## config.mk

```make
export PLATFORM = sky130hd
export DESIGN_NAME = regfile_wb_scheduler
export DESIGN_NICKNAME = d
export VERILOG_FILES = /design/src/rtl/regfile_wb_scheduler.sv
export SDC_FILE = /design/constraint.sdc
export NUM_CORES = 1
export LEC_CHECK = 0
export BUFFER_PORTS_ARGS = -buffer_cell sky130_fd_sc_hd__buf_2
export CAP_MARGIN = 5
export CORE_MARGIN = 3
export CORE_UTILIZATION = 55
export DETAILED_ROUTE_END_ITERATION = 8
export PLACE_DENSITY = 0.88
export SLEW_MARGIN = 20
export SYNTH_ARGS = -nofsm -noshare
export SYNTH_HDL_FRONTEND = slang
export SYNTH_SLANG_ARGS = --single-unit
```

## constraint.sdc

```tcl
create_clock -name clock -period 7.1 [get_ports clock]
set_input_delay 0.71 -clock clock [delete_from_list [all_inputs] [get_ports clock]]
set_output_delay 0.71 -clock clock [all_outputs]
set_load 0.05 [all_outputs]
```

## src/rtl/regfile_wb_scheduler.sv

```systemverilog
// Register-file writeback scheduler: a busy scoreboard that stalls hazarding issue,
// plus an alternating-priority arbiter that merges ALU and memory writebacks onto one write port.
module regfile_wb_scheduler #(
    parameter int unsigned DATA_W = 64,
    parameter int unsigned ADDR_W = 5
) (
    input  logic              clock,
    input  logic              reset_n,

    input  logic              issueValid,
    input  logic [ADDR_W-1:0] issueRd,
    input  logic [ADDR_W-1:0] issueRs1,
    input  logic [ADDR_W-1:0] issueRs2,
    output logic              stall,

    input  logic              aluValid,
    output logic              aluReady,
    input  logic [ADDR_W-1:0] aluRd,
    input  logic [DATA_W-1:0] aluData,

    input  logic              memValid,
    output logic              memReady,
    input  logic [ADDR_W-1:0] memRd,
    input  logic [DATA_W-1:0] memData,

    output logic              regWrite,
    output logic [ADDR_W-1:0] wr,
    output logic [DATA_W-1:0] wdata,

    output logic              idle,
    output logic              errFlag
);

    localparam int unsigned NREGS = 2 ** ADDR_W;

    logic [NREGS-1:0]  busy_q;
    logic [NREGS-1:0]  busy_d;
    logic              prio_mem_q;

    logic              issue_hazard;
    logic              issue_accept;
    logic              conflict;
    logic              alu_grant;
    logic              mem_grant;
    logic              xfer;
    logic [ADDR_W-1:0] xfer_rd;
    logic [DATA_W-1:0] xfer_data;
    logic              xfer_wr;
    logic              xfer_orphan;

    // Hazard detection against the scoreboard; register 0 is never marked busy.
    always_comb begin
        issue_hazard = busy_q[issueRs1] | busy_q[issueRs2] | busy_q[issueRd];
        stall        = issueValid & issue_hazard;
        issue_accept = issueValid & ~issue_hazard;
        idle         = ~|busy_q;
    end

    // Single grant per cycle; on conflict the side not served last time wins.
    always_comb begin
        conflict  = aluValid & memValid;
        mem_grant = memValid & (~aluValid | prio_mem_q);
        alu_grant = aluValid & ~mem_grant;
        aluReady  = alu_grant;
        memReady  = mem_grant;
    end

    // Winning writeback payload and its bookkeeping qualifiers.
    always_comb begin
        xfer        = alu_grant | mem_grant;
        xfer_rd     = mem_grant ? memRd   : aluRd;
        xfer_data   = mem_grant ? memData : aluData;
        xfer_wr     = xfer && (xfer_rd != '0);
        xfer_orphan = xfer_wr && !busy_q[xfer_rd];
    end

    // Scoreboard next state: commit clears first, then a same-edge reservation overrides it.
    always_comb begin
        busy_d = busy_q;
        if (regWrite) begin
            busy_d[wr] = 1'b0;
        end
        if (issue_accept && (issueRd != '0)) begin
            busy_d[issueRd] = 1'b1;
        end
        busy_d[0] = 1'b0;
    end

    always_ff @(posedge clock or negedge reset_n) begin
        if (!reset_n) begin
            busy_q     <= '0;
            prio_mem_q <= 1'b1;
            regWrite   <= 1'b0;
            wr         <= '0;
            wdata      <= '0;
            errFlag    <= 1'b0;
        end else begin
            busy_q   <= busy_d;
            regWrite <= xfer_wr;
            if (conflict) begin
                prio_mem_q <= ~prio_mem_q;
            end
            if (xfer_wr) begin
                wr    <= xfer_rd;
                wdata <= xfer_data;
            end
            if (xfer_orphan) begin
                errFlag <= 1'b1;
            end
        end
    end

endmodule

```

==> out/metrics.cfg, run 1 <==
[floorplan]
dieArea_um2 = 13600
start_util_pct = 57.5
core_area_um2 = 11700
die_h_um = 116
dieWidth_um = 116
core.rowCount = 39
io_pins = 233

[pwr]
ir_drop_v = 0.000213
power_w = 0.00283
leakage_nw = 3.96
power.density_nw_per_um2 = 346

[setup_path]
r2r_slack_ns = 3.89
cp-start-kind = input pin
cp-end-kind = output pin
critical_path_required_ns = 6.39
crit_arrival_ns = 3.33
worst-setup-path-type = input pin to output pin
worstPathMaxFanout = 32

[final_layout]
area_delta_synth_final_pct = 21.8
antenna_cells = 0
drive_above_1_share_pct = 38.8
fin_cells = 1062
num-fill-cells = 912
stdcell_area_um2 = 8170
num-nets-final = 1072
utilization_pct = 70.0

[grt]
globalRoute.totalOverflow = 0
track_usage_pct = 29.4
grt_pass1_wl_um = 30800
grt_max_degree = 73
grt_pass1_vias = 5805
antenna_found_initial = 0

[timing]
max_freq_ghz = 0.247
relSlewSlack_pct = 29.3
tns_ns = 0
drv_slew = 0
fin_crit_ns = 4.04
setup_viol = 0
rsz0062_at_grt = false
finalHoldViolCount = 0
tightest_slew_ns = 1.06
fin_crit_sh_pct = 56.9
fin_skew_ns = 0.00816

[drt]
routed_via_density = 6.04
postRouteAntennaNets = 0
avgRoutedWirePerCell_um = 19.6
vias = 6414
drt_iter0_markers = 730
drc = 0
routed_wl_um = 20800
firstDrtPassIters = 5

[place]
gp_congestion = 0.949
place_inst = 1046
placed_area_um2 = 7860
portBuffers = 232
dp_hpwl_um = 15000

[synthesis]
synth_common_cells = 244 x nand2_1, 102 x dfrtp_1, 46 x mux2_2
synth_cells = 714
synthArstFlopShare_pct = 100
yosysWarnings = 0
synth_edf_count = 0
synth.area.top_cells = dfrtp_1 38%, nand2_1 14%, mux2_2 7.7%, o31ai_2 5.4%, mux4_2 5.4%
seq_area_frac_synth_pct = 38.4
syn_area_per_cell_um2 = 9.39
yosysTopAreaCell = dfrtp_1
syn-num-nets = 872
synth.most_common_cell = nand2_1
ys_types = 65
yosysTopAreaCellShare_pct = 38.1
synth_flop_cell = dfrtp_1
synth-seq-cells = 103
netlist_area_um2 = 6710

[clock_network]
cts_root_buffer = clkbuf_16
holdBufCountCts = 0
h-tree-depth = 3
cts_buffer_depth = 2
clock-sinks = 103
ctsResizeCount = 0
cts.clk_slew.worst_paths_ns = 0.08
cts_setup_buffers = 0
numCtsBuffers = 9
tritoncts = done
clk_latency_ns = 0.35

[flow_run]
cap_violations = 0

[hold_path]
hp-class = input pin to async pin

[status]
status = complete, no violations

## through the flow
step	setup WS (ns)	hold slack, ns
final	3.06	0.287
after global placement	3.11	0.464
after CTS	3.06	0.299
after detailed placement	3.07	0.469
after global routing	2.95	0.314
after floorplan	3.75	0.414
## power breakdown
group          switching, W  total [W]  internal [W]
clock network      0.000254   0.000509      0.000255
logic              0.000812    0.00126      0.000453
registers          0.000287    0.00105      0.000766
total               0.00135    0.00283       0.00147
## cell families after synthesis
| group | after synthesis | share of synthesized area, % |
|---|---|---|
| flops | 103 | 38.4 |
| xor+xnor | 1 | 0.131 |
| mux | 117 | 22.4 |
| simple gates | 319 | 20.8 |
| compound gates | 120 | 14.2 |
| buf+inv | 54 | 3.95 |
## state kept, by name, summed over array words and instances, names as in the netlist
| register | flops |
|---|---|
| prio_mem_q | 1 |
| regWrite | 1 |
| errFlag | 1 |
| busy_q | 31 |
| wdata | 64 |
| wr | 5 |
## path summary, 6_finish.rpt
path	cells past startpoint	start	endpoint
setup / recovery	7	issueRs1[0]	stall
hold / removal	1	reset_n	wdata[5]$_DFFE_PN0P_
setup reg to reg	7	prio_mem_q$_DFFE_PN1P_	wdata[5]$_DFFE_PN0P_
hold reg to reg	1	wdata[49]$_DFFE_PN0P_	wdata[49]$_DFFE_PN0P_
max in group asynchronous	2	reset_n	busy_q[24]$_DFF_PN0_
min in group clock	1	wdata[49]$_DFFE_PN0P_	wdata[49]$_DFFE_PN0P_
## area by class of cell
cell class / count / area (µm²) / share of cell area, %
Multi-Input combinational cell: 557 / 3880 / 47.5
Clock buffer: 9 / 225 / 2.76
Timing Repair Buffer: 237 / 1200 / 14.7
Sequential cell: 103 / 2580 / 31.6
Clock inverter: 7 / 83.8 / 1.03
Inverter: 6 / 22.5 / 0.276
Tap cell: 143 / 179 / 2.19
## worst max-delay path, cell delays in order
cell and delay, ns:
buf_2 0.22, mux4_2 0.54, mux4_2 0.47, o211ai_2 0.22
nand4_4 0.58, o21a_1 0.38, buf_2 0.21
## routing by layer
metal | vias up | share of wire, % | track usage, %
li1 | 2945 | - | -
met4 | 0 | 4.5 | 14.5
met2 | 382 | 48 | 47.4
met1 | 2999 | 38 | 37.6
met5 | - | 0 | 0
met3 | 88 | 9.6 | 6.48
## placed cells by master (no fill, tap or decap), types with 4 or more instances in the layout
master,instances
mux4_2,16
dfrtp_1,102
nand3_1,9
a22oi_1,5
nand3b_1,6
mux2_2,46
nor2_1,11
buf_2,231
and2_1,4
a21oi_1,8
mux2_1,23
mux2i_1,29
and3_1,4
clkbuf_16,9
buf_4,6
nand2_1,243
a211oi_1,4
o31ai_2,29
o21ai_0,37
nand2b_1,8
inv_1,5
nor4_1,7
(Power assumes the default switching activity.)
==> inputs of run 2 (changes only) <==
CORE_UTILIZATION = 46   (was 55)
PLACE_DENSITY = 0.78   (was 0.88)
clock period = 3.4 ns   (was 7.1 ns; I/O delays follow)
==> run 2 against run 1 <==
Compared with the run above:
- clock power increased by 96%
- wire length up 2.7%
- worst hold slack worse by 0.26 ns
- critical endpoint is now memReady
==> out/metrics.cfg, run 2 (synthesized netlist as in run 1, its figures left out) <==
[drt]
drc = 0
vias = 6368
avgRoutedWirePerCell_um = 19.3
firstDrtPassIters = 5
routed_wl_um = 21400
routed_via_density = 5.76
postRouteAntennaNets = 0
drt_iter0_markers = 529

[final_layout]
largest_reg_flops = 64
layout_commonest_cell = nand2_1
area_delta_synth_final_pct = 22.8
reg_top3 = wdata (64), busy_q (31), wr (5)
top_register = wdata
final_cell_mix = 243 x nand2_1, 231 x buf_2, 102 x dfrtp_1, 46 x mux2_2, 37 x o21ai_0
num-nets-final = 1076
drive_above_1_share_pct = 39.1

[flow_run]
cap_violations = 0

[floorplan]
start_util_pct = 47.6
core.rowCount = 43
die_h_um = 127
dieArea_um2 = 16100
io_pins = 233
core_area_um2 = 14100
dieWidth_um = 127

[pwr]
power.density_nw_per_um2 = 707
leakage_nw = 3.97
ir_drop_v = 0.000408

[place]
dp_hpwl_um = 16000
portBuffers = 232
preCtsSetupSlack_ns = 0.741
gp_congestion = 0.929

[setup_path]
path_depth = 5
crit_family = buffers and inverters
cp-end-kind = output pin
cp-start-kind = register
critPathSlowestCell = dfstp_2
crit_arrival_ns = 2.61
worst-setup-path-type = register to output pin
critical_path_required_ns = 3.06
worst-path-buf-inv = 3
worstRegToRegCells = 7
cp_cell_sequence = nand2b_1 > nand2_2 > inv_2 > buf_4 > buf_2
worstPathMaxFanout = 72
worst_path_largest_cell_delay_ns = 0.56

[timing]
fin_ws_ns = 0.453
relSlewSlack_pct = 24.4
fin_skew_ns = 0.00567
setup_viol = 0
tightest_slew_ns = 1.13
drv_slew = 0
tns_ns = 0
fin_crit_sh_pct = 86.7
max_freq_ghz = 0.339
rsz0062_at_grt = false
finalHoldViolCount = 0
fin_crit_ns = 2.95

[clock_network]
clk_latency_ns = 0.36
h-tree-depth = 3
numCtsBuffers = 9
holdBufCountCts = 0
ctsResizeCount = 0
tritoncts = done
clock-sinks = 103
cts_buffer_depth = 2
cts_root_buffer = clkbuf_16
cts_setup_buffers = 0
cts.clk_slew.worst_paths_ns = 0.07

[grt]
globalRoute.totalOverflow = 0
grt_pass1_wl_um = 32500
grt_pass1_vias = 6068
grt_max_degree = 73
antenna_found_initial = 4
track_usage_pct = 25.8

[status]
status = complete, no violations

[hold_path]
hp-class = input pin to async pin

==> run 2: cell count changes in the layout (fill, tap and decap cells not counted) <==
cell and change:
clkinv_4 -1, clkinvlp_4 +2, clkinv_2 +2, buf_4 +3, inv_8 -3, diode_2 +2
buf_12 +1, inv_6 +1, inv_12 -1
==> run 2: final timing paths <==
path,startpoint,to,slack (ns)
max in group asynchronous,reset_n,busy_q[24]$_DFF_PN0_,2.56
worst min-delay path,reset_n,wdata[31]$_DFFE_PN0P_,0.03
min in group clock,aluValid,prio_mem_q$_DFFE_PN1P_,0.24
worst max register to register,prio_mem_q$_DFFE_PN1P_,wdata[51]$_DFFE_PN0P_,0.71
worst min register to register,wdata[36]$_DFFE_PN0P_,wdata[36]$_DFFE_PN0P_,0.48
worst max-delay path,prio_mem_q$_DFFE_PN1P_,memReady,0.45
==> run 2: power breakdown <==
part           switching (W)  internal [W]  total (W)
combinational        0.00172      0.000967    0.00269
sequential          0.000535       0.00160    0.00214
clock               0.000493      0.000504   0.000997
==> run 2: area by class of cell <==
class	instances	area [µm²]
fillers	1269	5860
multi-input cells	557	3880
flip-flops and latches	103	2580
repair buffers	241	1240
clock buffers	9	225
well taps	180	225
clock inverters	7	58.8
inverters	6	22.5
diodes	2	5.00
==> run 2: worst register-to-register path: cells and delay by family, from the launching register on <==
kind / cells / cell delay (ns)
AOI/OAI and AO/OA: 4 / 0.92
muxes: 1 / 0.42
and+or+nand+nor: 1 / 0.33
DFF: 1 / 0.56
buffers and inverters: 1 / 0.35
==> run 2: routing by layer <==
metal  vias to the layer above  wire (µm)  global-route usage (%)
li1                       2955          -                       -
met1                      3011       8190                    31.1
met2                       333      10400                    43.5
met3                        65       1920                    6.44
met4                         4        821                    11.9
met5                         -         21                       0
==> run 2: per-stage QoR <==
step,power (W),util (%),std cells,instance area (µm²),hold slack [ns]
6_report,0.00582,58.4,1105,8240,0.0264
3_5_place_dp,0.00481,56.4,1087,7950,0.431
3_3_place_gp,0.00476,56.4,1087,7950,0.433
2_1_floorplan,0.00397,-,714,6710,0.0444
4_1_cts,0.00581,58.4,1103,8230,0.0482
5_1_grt,0.00611,58.4,1105,8240,0.0747
